$ cat config.mk
export PLATFORM = sky130hd
export DESIGN_NAME = int_div_seq
export DESIGN_NICKNAME = d
export VERILOG_FILES = /design/src/rtl/int_div_pkg.sv /design/src/rtl/int_div_step.sv /design/src/rtl/int_div_seq.sv
export SDC_FILE = /design/constraint.sdc
export NUM_CORES = 1
export LEC_CHECK = 0
export BUFFER_PORTS_ARGS = -buffer_cell sky130_fd_sc_hd__buf_4
export CORE_UTILIZATION = 35
export CTS_BUF_LIST = sky130_fd_sc_hd__clkbuf_16
export DETAILED_ROUTE_END_ITERATION = 12
export PLACE_DENSITY = 0.64
export SLEW_MARGIN = 5
export SYNTH_ARGS = -nofsm -noshare
export SYNTH_HDL_FRONTEND = slang
export SYNTH_SLANG_ARGS = --single-unit
$ cat constraint.sdc
create_clock -name clk -period 2.81 [get_ports clk]
set_input_delay 0.4215 -clock clk [delete_from_list [all_inputs] [get_ports clk]]
set_output_delay 0.4215 -clock clk [all_outputs]
set_load 0.1 [all_outputs]
$ cat src/rtl/int_div_pkg.sv
// Shared types and helpers for the sequential signed divider (int_div_seq).
// Build option INT_DIV_RADIX4_EN is consumed by int_div_seq, not here.
package int_div_pkg;

    localparam int MAX_W = 32;
    localparam int IDX_W = $clog2(MAX_W);

    typedef enum logic [1:0] {
        IDLE = 2'd0,
        CALC = 2'd1,
        DONE = 2'd2
    } state_t;

    // Helpers work on a MAX_W container; w selects the live width, upper bits return zero.
    function automatic logic [MAX_W-1:0] width_mask(input int w);
        return {MAX_W{1'b1}} >> (MAX_W - w);
    endfunction

    function automatic logic [MAX_W-1:0] cond_neg(input logic [MAX_W-1:0] v,
                                                  input logic             neg,
                                                  input int               w);
        logic [MAX_W-1:0] r;
        r = neg ? ((~v) + MAX_W'(1)) : v;
        return r & width_mask(w);
    endfunction

    // Magnitude of a w-bit two's-complement value; the most negative value maps to 2^(w-1).
    function automatic logic [MAX_W-1:0] abs_val(input logic [MAX_W-1:0] v,
                                                 input int               w);
        return cond_neg(v, v[IDX_W'(w - 1)], w);
    endfunction

endpackage

$ cat src/rtl/int_div_step.sv
// One restoring division step: shift in a dividend bit, subtract the divisor if it fits.
module int_div_step #(
    parameter int W = 5
) (
    input  logic [W:0]   rem_in,
    input  logic         bit_in,
    input  logic [W-1:0] dmag,
    output logic [W:0]   rem_out,
    output logic         q_bit
);

    logic [W+1:0] shifted;
    logic [W+1:0] diff;

    always_comb begin
        shifted = {rem_in, bit_in};
        diff    = shifted - {2'b00, dmag};
        q_bit   = (shifted >= {2'b00, dmag});
        // The partial remainder stays below dmag, so the result always fits W+1 bits.
        rem_out = (W+1)'(q_bit ? diff : shifted);
    end

endmodule

$ cat src/rtl/int_div_seq.sv
// Multi-cycle signed divider (restoring, truncating toward zero) with valid/ready on both sides.
// Define INT_DIV_RADIX4_EN to retire two quotient bits per CALC cycle.
module int_div_seq
    import int_div_pkg::*;
#(
    parameter int W_IN_A = 13,
    parameter int W_IN_B = 5
) (
    input  logic              clk,
    input  logic              rst_n,
    input  logic              in_valid,
    output logic              in_ready,
    input  logic [W_IN_A-1:0] in_a,
    input  logic [W_IN_B-1:0] in_b,
    output logic              out_valid,
    input  logic              out_ready,
    output logic [W_IN_A-1:0] out_q,
    output logic [W_IN_B-1:0] out_r,
    output logic              out_dbz,
    output logic              out_ovf
);

    // Handshake: a transfer happens on a rising edge where valid and ready are both high;
    // a source holds its payload stable from raising valid until that edge.

`ifdef INT_DIV_RADIX4_EN
    localparam int STEPS = 2;
`else
    localparam int STEPS = 1;
`endif
    localparam int WP       = ((W_IN_A + STEPS - 1) / STEPS) * STEPS;
    localparam int ITERS    = WP / STEPS;
    localparam int CNT_W    = (ITERS > 1) ? $clog2(ITERS) : 1;
    localparam logic [CNT_W-1:0]  CNT_INIT = CNT_W'(ITERS - 1);
    localparam logic [W_IN_A-1:0] A_MIN    = {1'b1, {(W_IN_A-1){1'b0}}};

    state_t state, state_nxt;

    logic [W_IN_B:0]   rem, rem_nxt;
    logic [WP-1:0]     dvd, dvd_nxt;
    logic [WP-1:0]     quo, quo_nxt;
    logic [W_IN_B-1:0] dmag;
    logic [CNT_W-1:0]  cnt;
    logic              q_neg, r_neg, ovf_pend;
    logic              b_zero, last_step;
    logic [MAX_W-1:0]  a_abs_w, b_abs_w, q_fix_w, r_fix_w;

`ifdef INT_DIV_RADIX4_EN
    logic [W_IN_B:0] rem_mid;
    logic            qb_hi, qb_lo;

    int_div_step #(.W(W_IN_B)) u_step_hi (
        .rem_in  (rem),
        .bit_in  (dvd[WP-1]),
        .dmag    (dmag),
        .rem_out (rem_mid),
        .q_bit   (qb_hi)
    );

    int_div_step #(.W(W_IN_B)) u_step_lo (
        .rem_in  (rem_mid),
        .bit_in  (dvd[WP-2]),
        .dmag    (dmag),
        .rem_out (rem_nxt),
        .q_bit   (qb_lo)
    );

    assign dvd_nxt = WP'({dvd, 2'b00});
    assign quo_nxt = WP'({quo, qb_hi, qb_lo});
`else
    logic qb;

    int_div_step #(.W(W_IN_B)) u_step (
        .rem_in  (rem),
        .bit_in  (dvd[WP-1]),
        .dmag    (dmag),
        .rem_out (rem_nxt),
        .q_bit   (qb)
    );

    assign dvd_nxt = WP'({dvd, 1'b0});
    assign quo_nxt = WP'({quo, qb});
`endif

    always_comb begin
        a_abs_w   = abs_val(MAX_W'(in_a), W_IN_A);
        b_abs_w   = abs_val(MAX_W'(in_b), W_IN_B);
        q_fix_w   = cond_neg(MAX_W'(W_IN_A'(quo_nxt)), q_neg, W_IN_A);
        r_fix_w   = cond_neg(MAX_W'(W_IN_B'(rem_nxt)), r_neg, W_IN_B);
        b_zero    = (in_b == '0);
        last_step = (cnt == '0);
    end

    // FSM: state register
    always_ff @(posedge clk or negedge rst_n) begin
        if (!rst_n) state <= IDLE;
        else        state <= state_nxt;
    end

    // FSM: next-state logic
    always_comb begin
        state_nxt = state;
        case (state)
            IDLE: if (in_valid)  state_nxt = b_zero ? DONE : CALC;
            CALC: if (last_step) state_nxt = DONE;
            DONE: if (out_ready) state_nxt = IDLE;
            default:             state_nxt = IDLE;
        endcase
    end

    // FSM: outputs
    always_comb begin
        in_ready  = (state == IDLE);
        out_valid = (state == DONE);
    end

    always_ff @(posedge clk or negedge rst_n) begin
        if (!rst_n) begin
            rem      <= '0;
            dvd      <= '0;
            quo      <= '0;
            dmag     <= '0;
            cnt      <= '0;
            q_neg    <= 1'b0;
            r_neg    <= 1'b0;
            ovf_pend <= 1'b0;
            out_q    <= '0;
            out_r    <= '0;
            out_dbz  <= 1'b0;
            out_ovf  <= 1'b0;
        end else begin
            case (state)
                IDLE: begin
                    if (in_valid) begin
                        rem      <= '0;
                        dvd      <= WP'(W_IN_A'(a_abs_w));
                        quo      <= '0;
                        dmag     <= W_IN_B'(b_abs_w);
                        cnt      <= CNT_INIT;
                        q_neg    <= in_a[W_IN_A-1] ^ in_b[W_IN_B-1];
                        r_neg    <= in_a[W_IN_A-1];
                        ovf_pend <= (in_a == A_MIN) && (in_b == '1);
                        if (b_zero) begin
                            out_q   <= '1;
                            out_r   <= '0;
                            out_dbz <= 1'b1;
                            out_ovf <= 1'b0;
                        end
                    end
                end
                CALC: begin
                    rem <= rem_nxt;
                    dvd <= dvd_nxt;
                    quo <= quo_nxt;
                    cnt <= cnt - CNT_W'(1);
                    if (last_step) begin
                        // |MIN / -1| = 2^(W_IN_A-1) wraps back to MIN in W_IN_A bits.
                        out_q   <= W_IN_A'(q_fix_w);
                        out_r   <= W_IN_B'(r_fix_w);
                        out_dbz <= 1'b0;
                        out_ovf <= ovf_pend;
                    end
                end
                default: ;
            endcase
        end
    end

endmodule

# Word-level counts from Yosys, hierarchy flattened

Cells that the tools add are included.

Memories kept: 0
Bits of input ports: 22
RAM bits: 0
Bits in read-only memories: 0
Register bits after elaboration: 65
Bits in latches: 0
Word-level logic and storage cells: 76

$mul: 0
Shifts and indexed selects: 0
Eq/ne operators: 8
Bitwise operators: 5
Reduce and logical (&&, ||, !) cells: 9
Muxes and demuxes: 34
Order comparisons: 1
Divide/modulo/power cells: 0
$add $sub $neg: 6

Operators by type and width:

| kind                                                                    | number |
|---|---|
| 13-bit two-way mux                                                      | 6 |
| 13-bit one-hot mux with 2 select lines                                  | 2 |
| 13-bit by 1-bit adder with 13-bit output, second input constant         | 2 |
| 13-bit inverter                                                         | 2 |
| 5-bit two-way mux                                                       | 5 |
| 12-bit one-hot mux with 2 select lines                                  | 1 |
| 13-bit == test, second input constant                                   | 1 |
| 12-bit two-way mux                                                      | 1 |
| 6-bit two-way mux                                                       | 2 |
| 6-bit one-hot mux with 2 select lines                                   | 1 |
| 5-bit by 1-bit adder with 5-bit output, second input constant           | 2 |
| 5-bit inverter                                                          | 2 |
| 5-bit one-hot mux with 2 select lines                                   | 1 |
| 2-bit two-way mux                                                       | 4 |
| 4-bit one-hot mux with 2 select lines                                   | 1 |
| 7-bit by 5-bit greater-or-equal comparator with 1-bit output            | 1 |
| 1-bit two-way mux                                                       | 6 |
| 2-bit one-hot mux with 3 select lines                                   | 1 |
| 6-bit by 5-bit subtractor with 6-bit output                             | 1 |
| 5-bit == test, second input constant                                    | 1 |
| 5-bit zero test                                                         | 1 |
| 4-bit zero test                                                         | 1 |
| 4-bit two-way mux                                                       | 1 |
| 2-bit by 1-bit inequality test with 1-bit output, second input constant | 2 |
| other kinds (12)                                                        | 15 |

# Depth between registers and ports, before layout

Gate-level depths: netlist of run 1.

Word-level depth: 7
Depth in mapped cells: 12
Depth with buffers taken out: 12

# Modules after synthesis

From an unflattened synthesis of run 1, not the netlist that was laid out.

Cell total of the unflattened synthesis: 382
Area, all modules: 3667.3 um^2

Modules (own cells, without submodules):

| module       | sequential area each (um^2) | instances | area an instance (um^2) | cells an instance |
|---|---|---|---|---|
| int_div_seq  | 1626.6                      | 1         | 3259.4                  | 332 |
| int_div_step | 0.0                         | 1         | 407.9                   | 50 |

# Worst setup path before layout of run 1

Ideal clock, no wire load.

Path kind: register to register
Start: reg rem[2]
End: reg out_r[4]
Clock period less this slack: 2.854 ns
Slack: -0.044 ns
Stages on the path, launching flop included: 12
Arrival time: 2.731 ns
Data required time: 2.687 ns
Cells stage by stage: dfrtp_1 > ha_1 > and3_4 > a311oi_4 > nand3_4 > nand2_1 > o21ai_0 > ha_1 > nand2_1 > nor3_2 > or4_1 > a32o_1

Word-level cells in the longest chain between the ends: 7
Elaborated cells on any way between the ends: 8
Classes of those cells: add/sub (2); order compare (1); mux (4); bitwise (1)

RTL lines:

| item                                                                                                                               | line                                   | RTL |
|---|---|---|
| from (decl)                                                                                                                        | int_div_seq.sv:39                      | `logic [W_IN_B:0] rem, rem_nxt;` |
| from (signal assigned)                                                                                                             | int_div_seq.sv:152                     | `rem <= rem_nxt;` |
| 6-bit by 5-bit subtractor with 6-bit output / 7-bit by 5-bit greater-or-equal comparator with 1-bit output (equally long branches) | int_div_step.sv:17, int_div_step.sv:18 |  |
| 6-bit two-way mux (*)                                                                                                              | int_div_step.sv:20                     | `rem_out = (W+1)'(q_bit ? diff : shifted);` |
| 5-bit inverter                                                                                                                     | int_div_pkg.sv:23                      | `r = neg ? ((~v) + MAX_W'(1)) : v;` |
| 5-bit by 1-bit adder with 5-bit output                                                                                             | int_div_pkg.sv:23                      |  |
| 5-bit two-way mux (*)                                                                                                              | int_div_pkg.sv:23                      |  |
| 5-bit two-way mux (*)                                                                                                              | int_div_seq.sv:156                     | `if (last_step) begin` |
| 5-bit one-hot mux with 2 select lines (*)                                                                                          | int_div_seq.sv:132                     | `case (state)` |
| to (signal assigned)                                                                                                               | int_div_seq.sv:159                     | `out_r <= W_IN_B'(r_fix_w);` |
| to (decl)                                                                                                                          | int_div_seq.sv:18                      | `output logic [W_IN_B-1:0] out_r,` |

Every way passes the cells marked *; elsewhere a longest branch is shown, timed or not. The select of a mux whose other input is x is not followed.
A chain may end at the register's enable or synchronous reset.

# Worst setup path in the final report of run 1

Start: reg dmag[4]
End: reg out_r[4]

Word-level cells in the longest chain between the ends: 7
Elaborated cells on any way between the ends: 8
Classes of those cells: add/sub (2); order compare (1); mux (4); bitwise (1)

RTL lines:

| item                                                                                                                               | line                                   | RTL |
|---|---|---|
| from (decl)                                                                                                                        | int_div_seq.sv:42                      | `logic [W_IN_B-1:0] dmag;` |
| from (signal assigned)                                                                                                             | int_div_seq.sv:138                     | `dmag <= W_IN_B'(b_abs_w);` |
| 6-bit by 5-bit subtractor with 6-bit output / 7-bit by 5-bit greater-or-equal comparator with 1-bit output (equally long branches) | int_div_step.sv:17, int_div_step.sv:18 |  |
| 6-bit two-way mux (*)                                                                                                              | int_div_step.sv:20                     |  |
| 5-bit inverter                                                                                                                     | int_div_pkg.sv:23                      |  |
| 5-bit by 1-bit adder with 5-bit output                                                                                             | int_div_pkg.sv:23                      |  |
| 5-bit two-way mux (*)                                                                                                              | int_div_pkg.sv:23                      |  |
| 5-bit two-way mux (*)                                                                                                              | int_div_seq.sv:156                     |  |
| 5-bit one-hot mux with 2 select lines (*)                                                                                          | int_div_seq.sv:132                     |  |

Marks and branches as above.

==> results of run 1 <==
-- path summary, 6_finish.rpt --
kind,depth (start not counted),endpoint,slack (ns),startpoint
min in group clk,2,state[1],0.30,out_ready
worst max-delay path,12,out_r[4],0.1,dmag[4]
max in group asynchronous,1,rem[1],2.02,rst_n
worst min register to register,2,out_dbz,0.48,out_dbz
worst max register to register,12,out_r[4],0.1,dmag[4]
worst min-delay path,1,out_q[4],0.20,rst_n
-- cells in the final DEF (no fill, tap or decap), types with 3 or more instances in the layout --
cell type	n
nor2_1	31
dfrtp_1	64
nand3_1	9
nand2_1	47
buf_4	62
nor2b_1	5
o21ai_0	48
a22o_1	3
o41ai_1	4
clkbuf_16	9
inv_1	18
xor2_1	17
a22oi_1	11
ha_4	3
nor3_1	6
xnor2_1	11
a21oi_1	11
nand2b_1	6
a31oi_1	8
o31ai_1	10
ha_1	8
mux2i_1	8
-- metrics by stage --
step / hold slack (ns) / instances
5_1_grt: 0.267 / 569
3_5_place_dp: 0.472 / 552
2_1_floorplan: 0.126 / 381
6_report: 0.199 / 569
3_3_place_gp: 0.464 / 552
4_1_cts: 0.223 / 567
-- state kept, by name, summed over array words and instances (netlist names) --
name      cells
dvd          13
out_q        13
quo          12
rem           6
dmag          5
out_r         5
cnt           4
state         2
out_dbz       1
out_ovf       1
ovf_pend      1
q_neg         1
r_neg         1
-- logic make-up (layout without fill, tap and decap cells) --
kind of cell    Yosys count  count (layout)  synth area share (%)
fa+ha+maj                13              13                  4.81
simple gates            123             123                  16.7
flops                    65              65                  46.0
compound gates          107             107                  19.2
mux                       8               8                  2.27
buf+inv                  37              92                  4.11
xor+xnor                 28              28                  6.94
-- routing by layer --
metal,GRT usage (%),up-vias
met5,0,-
met4,6.92,0
met3,3.12,11
met2,26.2,69
met1,22.9,1352
li1,-,1456
-- cell type report --
type	instances	area, um2
fill	959	5390
multi-input combinational	279	1820
sequential	65	1630
timing repair buffer	62	465
clock buffer	9	225
tap	133	166
inverter	17	68.8
clock inverter	4	16.3
-- repair_timing --
action / CTS / global route
pin swaps: 1 / 1
endpoints found under the setup margin: 1 / 2
hold buffers: 0 / 0
gates resized for setup: 4 / 2
setup buffers: 2 / 2
cloned: 0 / 0
-- critical path, cell delays in order (launching register included) --
cell	delay (ns)
dfrtp_1	0.38
inv_1	0.11
ha_4	0.22
and3_4	0.19
a311oi_4	0.27
nand3_4	0.13
nand2_1	0.08
o21ai_0	0.12
ha_2	0.22
nand2_1	0.08
nor3_2	0.05
or4_1	0.49
a32o_1	0.26
==> run metrics, run 1 <==
Residual DRC=0; Synth Instances=381; Synth area leaders=dfrtp_1, o21ai_0, nand2_1; clock buffer depth=2; Clock Tree Root=clkbuf_16; syn_area_per_cell=9.28 um2; Crit Path Max Fanout=4; Global Route Usage Sum=16.8%; first-pass GRT wire length=13.4 mm; Highest Signal Layer=met4; Synth Flop Type=dfrtp_1; Ant. Diodes=0; Core Util, Final=44.9%; vias in the first global route=2804; final setup margin=0.0990 ns; fin crit period=2.71 ns; top-count cell post-synth=dfrtp_1; post-route ant nets=0; RSZ-0062 raised after global routing=false; via count=2888; largest net degree at the start of global routing=66; drt wl/cell=13.9 um; fin area=4390 um2; nets=469; Req. time, crit path=3.02 ns; WS Path Type=flip-flop to flip-flop; commonest cells in the netlist=dfrtp_1, o21ai_0, nand2_1, nor2_1; placer congestion estimate=0.915; I/O Buffers=43; status=complete, no violations; worst skew pair latency=0.33 ns; Worst setup SP type=flip-flop; Post-synth ARST share=100%; Worst setup EP type=flip-flop; Hold Path Class=primary input to async pin; #FFs+latches synth=65; fraction of layout instances using a drive strength above 1=20.2%; Final Setup Violations=0; CTS H-Tree Depth=3; critical path data arrival time=2.93 ns; Worst-Margin Slew=0.885 ns; vias per cell=5.08; Post-Syn Area=3530 um2; Max-cap violations=0; Worst-path clk slew=0.05 ns; initial antenna violation count=0; syn nets=416; gr ovfl total=0; EDFF count, synth=0; Rows=36; register area share after synthesis=46.0%; Fmax achieved=0.369 GHz; final period utilization=96.5%; Die Span X=102 um; dpl hpwl=5.57 mm; final hold violation count=0; Top Ports=44; starting density of the core=36.2%; Synth warnings=0; Die Area=10500 um2; Die Ht=102 um; Metal-1 WL=3.95 mm; met3 routed WL=335 um; Yosys top cell area share=46.0%; CTS sink cnt=65; Slew Limit Headroom=40.8%; Detailed Route WL=7.89 mm; wire length on met2=3.46 mm; Pre-antenna DRT Iters=4; clk_skew=0.00462 ns; total CTS buffers=9; TritonCTS clock tree=built; DP Area=4090 um2; initial DRC count=137; Cell variety after synth=47; dpl ws=-0.0480 ns; Final TNS setup=0 ns; Yosys top cell by area=dfrtp_1; Core ar.=9770 um2; Final Slew Violations=0; Area Overhead vs Synth=24.1%
Power of run 1 is left out: the tool's default activity adds up to more than one toggle a clock period on the data nets, which glitch-free logic cannot reach.
==> run 2, diff against run 1 <==
--- a/config.mk
+++ b/config.mk
@@ -7,7 +7,7 @@
 export LEC_CHECK = 0
 export BUFFER_PORTS_ARGS = -buffer_cell sky130_fd_sc_hd__buf_4
 export CORE_UTILIZATION = 35
-export CTS_BUF_LIST = sky130_fd_sc_hd__clkbuf_16
+export CTS_BUF_LIST = sky130_fd_sc_hd__clkbuf_8
 export DETAILED_ROUTE_END_ITERATION = 12
 export PLACE_DENSITY = 0.64
 export SLEW_MARGIN = 5
==> run 2 against run 1 <==
- setup slack got worse by 0.0043 ns
- die area unchanged
- wire length decreased by 0.79%
- highest routed layer unchanged
- cell area decreased by 2.1%
- hold slack got worse by 0.029 ns
- maximum frequency decreased by 0.16%
==> run metrics, run 2 (same netlist as run 1, synthesis figures left out) <==
Final Slew Violations=0; vias per cell=5.04; Crit Path Max Fanout=4; Die Ht=102 um; Hold Path Class=primary input to async pin; Max-cap violations=0; I/O Buffers=43; starting density of the core=36.2%; Top Ports=44; Worst setup EP type=flip-flop; fraction of layout instances using a drive strength above 1=20.4%; Final Setup Violations=0; final setup margin=0.0947 ns; dpl ws=-0.0480 ns; Worst setup SP type=flip-flop; Fillers=962; CP top delay family=simple AND/OR/NAND/NOR gates; Worst-Margin Slew=0.880 ns; Global Route Usage Sum=16.6%; commonest non-fill, non-tap cell in the layout=dfrtp_1; total CTS buffers=9; Req. time, crit path=3.04 ns; Fmax achieved=0.368 GHz; Die Area=10500 um2; clk_skew=0.00549 ns; via count=2868; most frequent cells in the layout=dfrtp_1, buf_4, o21ai_0, nand2_1, nor2_1; sequential cell area=1630 um2; dpl hpwl=5.57 mm; Slew Limit Headroom=41.2%; fin crit period=2.72 ns; placer congestion estimate=0.915; final period utilization=96.6%; critical path data arrival time=2.95 ns; TritonCTS clock tree=built; CTS sink cnt=65; clock buffer depth=2; Core ar.=9770 um2; Die Span X=102 um; initial antenna violation count=0; Detailed Route WL=7.83 mm; CP peak stage delay=0.46 ns; Largest regs=dvd: 13 flops, out_q: 13 flops, quo: 12 flops; CP Cell Sequence=ha_4, and3_4, a311oi_4, nand3_4, nand2_1, o21ai_0, ha_2, nor4b_2, or4_1, a32o_1; grt met3 use=3.53%; Ant. Diodes=0; Max stage delay cell, worst path=or4_1; final hold violation count=0; met2 GRT Util=26.1%; drt wl/cell=13.8 um; Clock Tree Root=clkbuf_8; nets=469; Pre-antenna DRT Iters=4; Residual DRC=0; CP Buf/Inv Count=0; Multi-input gate area=1820 um2; WS Path Type=flip-flop to flip-flop; gr ovfl total=0; initial DRC count=117; Rows=36; Worst-path clk slew=0.07 ns; Hold-fix buffers, CTS=0; final non-filler cell total=569; RSZ-0062 raised after global routing=false; met1 GRT Util=22.6%; largest net degree at the start of global routing=66; status=complete, no violations; vias in the first global route=2791; Most Crowded Layer GR=met2; placed cells=552; CTS H-Tree Depth=3; first-pass GRT wire length=13.3 mm; worst skew pair latency=0.34 ns; post-route ant nets=0; Area Overhead vs Synth=21.5%
-- run 2: changes by cell type in the layout (fill, tap and decap cells not counted), sizes merged --
cell,change
clkbuf,+1
clkinv,-1
-- run 2: repair_timing --
item,4_1_cts,5_1_grt
buffers inserted,2,2
gates resized for setup,4,2
pin swaps,1,1
setup endpoints to repair,1,2
hold endpoints to repair,0,0
-- run 2: layout make-up --
class / count / area share (%)
clock inverters: 3 / 0.291
well taps: 133 / 3.87
inverters: 17 / 1.60
repair buffers: 62 / 10.8
flip-flops and latches: 65 / 37.9
clock buffers: 10 / 3.20
multi-input cells: 279 / 42.3
-- run 2: layer usage --
layer | vias to the layer above | wire length [um]
li1 | 1450 | -
met1 | 1337 | 3920
met2 | 68 | 3480
met3 | 13 | 300
met4 | 0 | 131
met5 | - | 0
-- run 2: worst reg2reg max path: stages (launching register included) --
cell and delay [ns]:
dfrtp_1 0.43, ha_4 0.28, and3_4 0.19, a311oi_4 0.27, nand3_4 0.13, nand2_1 0.08
o21ai_0 0.12, ha_2 0.22, nor4b_2 0.17, or4_1 0.46, a32o_1 0.26
-- run 2: final timing paths --
| path | startpoint | end | slack [ns] | depth (start not counted) |
|---|---|---|---|---|
| min in group clk | out_ready | state[1] | 0.28 | 2 |
| hold reg to reg | out_r[1] | out_r[1] | 0.48 | 2 |
| setup reg to reg | rem[3] | out_r[4] | 0.09 | 10 |
| max in group asynchronous | rst_n | rem[1] | 2.04 | 1 |
| setup / recovery | rem[3] | out_r[4] | 0.09 | 10 |
| hold / removal | rst_n | out_q[8] | 0.17 | 1 |
-- run 2: per-stage QoR --
step / area [um2] / utilization (%) / TNS [ns] / hold WS, ns
2_1_floorplan: 3560 / - / 0 / 0.126
3_3_place_gp: 4090 / 41.8 / 0 / 0.464
3_5_place_dp: 4090 / 41.8 / -0.0480 / 0.472
4_1_cts: 4270 / 43.7 / 0 / 0.205
5_1_grt: 4300 / 43.9 / 0 / 0.237
6_report: 4300 / 43.9 / 0 / 0.170
Power of run 2 is left out for the same reason.
